**src/rtl/pc_gen_param.sv**
```systemverilog
// Fetch-stage next-PC generator: trap / redirect / stall / fused-skip /
// sequential selection, issued-PC history, flush, misalign and stall-timeout.
module pc_gen_param #(
  parameter int unsigned              XLEN         = 32,
  parameter logic [XLEN-1:0]          RESET_VECTOR = '0,
  parameter int unsigned              HIST_DEPTH   = 2,
  parameter int unsigned              STALL_LIMIT  = 255
) (
  input  logic                         clk,
  input  logic                         rst,
  input  logic                         trap_valid,
  input  logic [XLEN-1:0]              trap_vector,
  input  logic                         redirect_valid,
  input  logic                         jalr,
  input  logic [XLEN-1:0]              redirect_addr,
  input  logic                         load,
  input  logic                         dmem_valid,
  input  logic                         fuse_skip,
  output logic [XLEN-1:0]              pc_out,
  output logic [XLEN-1:0]              pre_pc,
  output logic [XLEN*HIST_DEPTH-1:0]   pc_hist,
  output logic                         flush,
  output logic                         misalign,
  output logic                         stall_timeout
);

  localparam int unsigned CW = $clog2(STALL_LIMIT + 1);

  logic [XLEN-1:0]                  r_pc;
  logic [HIST_DEPTH-1:0][XLEN-1:0]  r_hist;
  logic [CW-1:0]                    r_cnt;
  logic                             r_flush;
  logic                             r_mis;
  logic                             r_timeout;

  logic            w_redir;
  logic            w_stall;
  logic            w_take;
  logic            w_adv;
  logic            w_mis;
  logic [XLEN-1:0] w_raw;
  logic [XLEN-1:0] w_pc_nxt;
  logic [CW-1:0]   w_cnt_nxt;

  assign w_redir = redirect_valid | jalr;
  assign w_stall = load & ~dmem_valid;
  assign w_take  = trap_valid | w_redir;
  // A taken trap/redirect beats the stall, so history still advances then.
  assign w_adv   = w_take | ~w_stall;

  // Next-PC priority mux. Forcing bits[1:0] low also covers the jalr bit-0
  // clear; misalign reflects the target as presented, before any masking.
  always_comb begin
    w_raw    = '0;
    w_mis    = 1'b0;
    w_pc_nxt = r_pc + XLEN'(4);
    if (trap_valid) begin
      w_raw    = trap_vector;
      w_mis    = |trap_vector[1:0];
      w_pc_nxt = {w_raw[XLEN-1:2], 2'b00};
    end else if (w_redir) begin
      w_raw    = redirect_addr;
      w_mis    = |redirect_addr[1:0];
      w_pc_nxt = {w_raw[XLEN-1:2], 2'b00};
    end else if (w_stall) begin
      w_pc_nxt = r_pc;
    end else if (fuse_skip) begin
      w_pc_nxt = r_pc + XLEN'(8);
    end
  end

  // Stall counter: count stalled cycles, saturate at the limit, clear otherwise.
  always_comb begin
    w_cnt_nxt = '0;
    if (!w_adv) begin
      if (r_cnt == CW'(STALL_LIMIT)) w_cnt_nxt = r_cnt;
      else                           w_cnt_nxt = r_cnt + CW'(1);
    end
  end

  // PC, status pulses and stall bookkeeping.
  always_ff @(posedge clk or negedge rst) begin
    if (!rst) begin
      r_pc      <= RESET_VECTOR;
      r_flush   <= 1'b0;
      r_mis     <= 1'b0;
      r_cnt     <= '0;
      r_timeout <= 1'b0;
    end else begin
      r_pc      <= w_pc_nxt;
      r_flush   <= w_take;
      r_mis     <= w_mis;
      r_cnt     <= w_cnt_nxt;
      // Tracks the counter value being loaded so timeout equals (counter == limit).
      r_timeout <= (w_cnt_nxt == CW'(STALL_LIMIT));
    end
  end

  // Issued-PC history: shift on every advancing cycle, hold during a stall.
  always_ff @(posedge clk or negedge rst) begin
    if (!rst) begin
      for (int i = 0; i < HIST_DEPTH; i++) r_hist[i] <= RESET_VECTOR;
    end else if (w_adv) begin
      for (int i = HIST_DEPTH - 1; i > 0; i--) r_hist[i] <= r_hist[i-1];
      r_hist[0] <= r_pc;
    end
  end

  assign pc_out        = r_pc;
  assign pre_pc        = r_hist[0];
  assign pc_hist       = r_hist;
  assign flush         = r_flush;
  assign misalign      = r_mis;
  assign stall_timeout = r_timeout;

endmodule
```
**config.mk**
```make
export PLATFORM = sky130hd
export DESIGN_NAME = pc_gen_param
export DESIGN_NICKNAME = d
export VERILOG_FILES = /design/src/rtl/pc_gen_param.sv
export SDC_FILE = /design/constraint.sdc
export NUM_CORES = 1
export LEC_CHECK = 0
export CAP_MARGIN = 20
export CELL_PAD_IN_SITES_DETAIL_PLACEMENT = 0
export CELL_PAD_IN_SITES_GLOBAL_PLACEMENT = 1
export CORE_MARGIN = 5
export CORE_UTILIZATION = 29
export DETAILED_ROUTE_END_ITERATION = 10
export PLACE_DENSITY_LB_ADDON = 0.25
export SLEW_MARGIN = 5
export SYNTH_ARGS = -nofsm -noshare
export SYNTH_HDL_FRONTEND = slang
export SYNTH_SLANG_ARGS = --single-unit
```
**constraint.sdc**
```tcl
create_clock -name clk -period 1.6 [get_ports clk]
set_input_delay 0.24 -clock clk [delete_from_list [all_inputs] [get_ports clk]]
set_output_delay 0.24 -clock clk [all_outputs]
set_load 0.05 [all_outputs]
```
==> summary.md <==
| Metric | Value |
|---|---|
| Vias in the first global route | `about 5500` |
| CP Class | `flop to flop` |
| Starting DRT DRC Count | `343` |
| Clock Path Buffers | `2` |
| Ports | `203` |
| Number of synthesized flops with an enable pin | `0` |
| Post-synth ARST share | `100%` |
| Detailed Route WL | `a little under 20000 um` |
| Total track usage | `17.2%` |
| Syn-to-layout area delta | `61.7%` |
| Crit path time final | `1.73 ns` |
| RSZ-0062 raised after global routing | `yes` |
| Synth Area in XOR/XNOR | `1.11%` |
| # port buffers | `194` |
| Netlist Area Pre-Place | `0.00551 mm2` |
| GP Congestion | `0.861` |
| Most common cell after layout, fill and taps aside | `buf_4` |
| Leak | `4.16 nW` |
| FF+latch count, synth | `roughly 100` |
| Synth Area in Compound Gates | `between 10% and 20%` |
| Fin crit share | `108%` |
| Mean Syn Cell Area | `8.36 um2` |
| Clock transition at path regs | `0.07 ns` |
| Tightest Hold Check Type | `input pin to asynchronous set/reset pin` |
| Antenna cells | `0` |
| Worst-path maximum fanout | `5` |
| Routed Antenna Nets | `0` |
| WP data required | `1.88 ns` |
| CP Launch Type | `flop` |
| Starting Density | `between 20% and 30%` |
| Total number of vias | `~5600` |
| Synth area leaders | `dfrtp_1 46%, nand2_1 14%, buf_4 5.6%, o21ai_0 4.1%, a21oi_1 3.1%` |
| Gate Count Post-Synth | `approximately 660` |
| Power density over cell area | `1000 mW/mm2` |
| MaxCap Viol Count | `0` |
| Die Wd | `about 150 um` |
| Sequential area share after synthesis | `45.9%` |
| Largest net degree at the start of global routing | `50` |
| Final Hold Viols | `0` |
| Grt total ovfl | `0` |
| Full die area | `0.0219 mm2` |
| Final #Nets | `988` |
| Initial antenna violation count | `0` |
| Pre-Repair DR Iteration Count | `5` |
| Post-DP HPWL | `14600 um` |
| CTS tree | `built` |
| Simple logic cell fraction of the synthesized area | `a little over a quarter` |
| FF-to-FF Start | `pc_out[3]$_DFFE_PN0P_` |
| DRC violation count after routing | `0` |
| Top cell type's share of synthesized area | `45.9%` |
| Placed cells | `1115` |
| Outcome | `finished with violations` |
| Violated checks | `setup timing` |
| Max Clock Freq | `0.579 GHz` |
| Total CTS buffers | `9` |
| Pre-CTS setup slack | `-0.582 ns` |
| Crit-path cells | `ha_4 > o21a_1 > nand2_2 > or4_4 > a21oi_2 > a2bb2oi_1` |
| Row count | `50` |
| Fin cells | `1152` |
| Clk root buf | `clkbuf_16` |
| Core area | `0.0187 mm2` |
| Routed len/inst | `17.0 um` |
| CP Launch Point | `pc_out[3]$_DFFE_PN0P_` |
| Via density per instance | `4.87` |
| Biggest area consumer among synthesized cells | `dfrtp_1` |
| CTS H-tree depth | `3` |
| YS warnings | `0` |
| Unique masters post-synth | `63` |
| Largest family of logic cells by synthesized area | `simple AND/OR/NAND/NOR gates` |
| Ys flop type | `dfrtp_1` |
| Num Clock Sinks | `between 100 and 150` |
| Worst path slowest cell | `or4_4` |
| Final Slew Violations | `0` |
| Max VDD drop | `0.000454 V` |
| Worst path max stage delay | `0.50 ns` |
| Post-synthesis mux area share | `1.11%` |
| Fraction of layout cells with a size suffix above 1 | `36.5%` |
| Setup ws final | `-0.127 ns` |
| Most frequent cells in the layout | `209 x buf_4, 207 x nand2_1, 82 x dfrtp_1` |
| Skew final | `0.00645 ns` |
| Adder and majority cell fraction of the synthesized area | `0.681%` |
| Die Y | `148 um` |
| Setup violators final | `7` |
| Critical path arrival | `2.01 ns` |
| Clk_lat worst skew | `~0.36 ns` |
| Worst setup EP type | `flop` |
| First-pass GRT wire length | `30200 um` |
==> power by group <==
| part | total, mW | leakage [nW] | switching [mW] | internal, mW |
|---|---|---|---|---|
| logic | 3.38 | 2.74 | 2.14 | 1.24 |
| clock network | 2.50 | 0.164 | 1.07 | 1.43 |
| registers | 3.07 | 1.26 | 0.239 | 2.83 |
| total | 8.95 | 4.16 | 3.45 | 5.50 |
==> worst max-delay path, delay by kind of cell (launching register included) <==
family | cells | cell delay (ns)
AND/OR/NAND/NOR | 2 | 0.60
flip-flops | 1 | 0.47
adder cells (fa/ha/maj) | 1 | 0.14
AO/OA/AOI/OAI | 3 | 0.45
==> sequential cells by signal (all words and copies together), names as in the netlist <==
name,count
pc_out,30
pc_hist,30
flush,1
pre_pc,30
r_cnt,8
misalign,1
stall_timeout,1
==> cell type report <==
cell class / count / area, um2
multi-input combinational: 476 / 2760
clock buffer: 10 / 239
tap: 234 / 293
timing repair buffer: 314 / 2930
fill: 1814 / 9790
inverter: 11 / 46.3
clock inverter: 6 / 91.3
sequential: 101 / 2550
==> synth_stat cells (3+ instances only) <==
cell / count
nand2_1: 210
dfrtp_1: 101
o21ai_0: 45
buf_4: 41
a21oi_1: 34
nor2_1: 25
clkbuf_1: 17
nand3_1: 16
buf_2: 13
a2bb2oi_1: 11
inv_1: 10
nand4_1: 10
nor3_1: 10
nor3b_1: 10
a31oi_1: 7
nor4_1: 6
mux2i_1: 5
nor2b_1: 5
o31ai_1: 5
a211oi_1: 4
a22oi_1: 4
buf_1: 4
xnor2_1: 4
and4_1: 3
buf_6: 3
ha_1: 3
nand2b_1: 3
o21a_1: 3
o221ai_1: 3
or3_1: 3
xor2_1: 3
==> path summary, 6_finish.rpt <==
kind / cells after the start / endpoint / slack, ns
worst max-delay path: 6 / pc_out[23]$_DFFE_PN0P_ / -0.13
worst min-delay path: 2 / pc_hist[57]$_DFFE_PN0P_ / 0.25
worst max register to register: 6 / pc_out[23]$_DFFE_PN0P_ / -0.13
worst min register to register: 2 / pc_hist[50]$_DFFE_PN0P_ / 0.47
max in group asynchronous: 3 / pc_out[5]$_DFFE_PN0P_ / 0.85
min in group clk: 4 / r_cnt[3]$_DFF_PN0_ / 0.37
==> what timing repair did <==
item	in CTS	in global routing
endpoints found under the setup margin	33	83
endpoints found under the hold margin	101	0
hold buffers	1	0
gates resized for setup	23	42
setup buffers	5	12
cloned	1	2
pin swaps	6	29
==> stage by stage <==
step | TNS (ns) | utilization (%) | total power, mW | instance area (um2) | hold WS (ns)
floorplan | -1.50 | - | 5.08 | 5600 | -0.0556
global placement | -30.98 | 43.3 | 6.38 | 8100 | 0.0782
CTS | -0.433 | 45.9 | 8.96 | 8590 | 0.256
detailed placement | -33.07 | 43.3 | 6.42 | 8100 | 0.0819
global route | -1.43 | 47.6 | 9.30 | 8910 | 0.268
finish | -0.490 | 47.6 | 8.95 | 8910 | 0.255
==> per-layer routing <==
metal / vias to the layer above / global-route usage, % / part of all wire [%]
met5: - / 0 / 0
met4: 0 / 5.08 / 1.2
met3: 14 / 2.79 / 4.9
met2: 164 / 28.8 / 49
met1: 2719 / 23.1 / 44
li1: 2710 / - / -
==> kinds of logic (layout without fill, tap and decap cells) <==
| logic type | Yosys count | after routing |
|---|---|---|
| AOI/OAI and AO/OA | 130 | 130 |
| xor gates and xnor gates | 7 | 7 |
| adders and majority gates | 3 | 3 |
| buffers and inverters | 89 | 341 |
| DFF | 101 | 101 |
| muxes | 6 | 6 |
| other | 1 | 8 |
| and+or+nand+nor | 322 | 322 |
(Power assumes the default switching activity.)
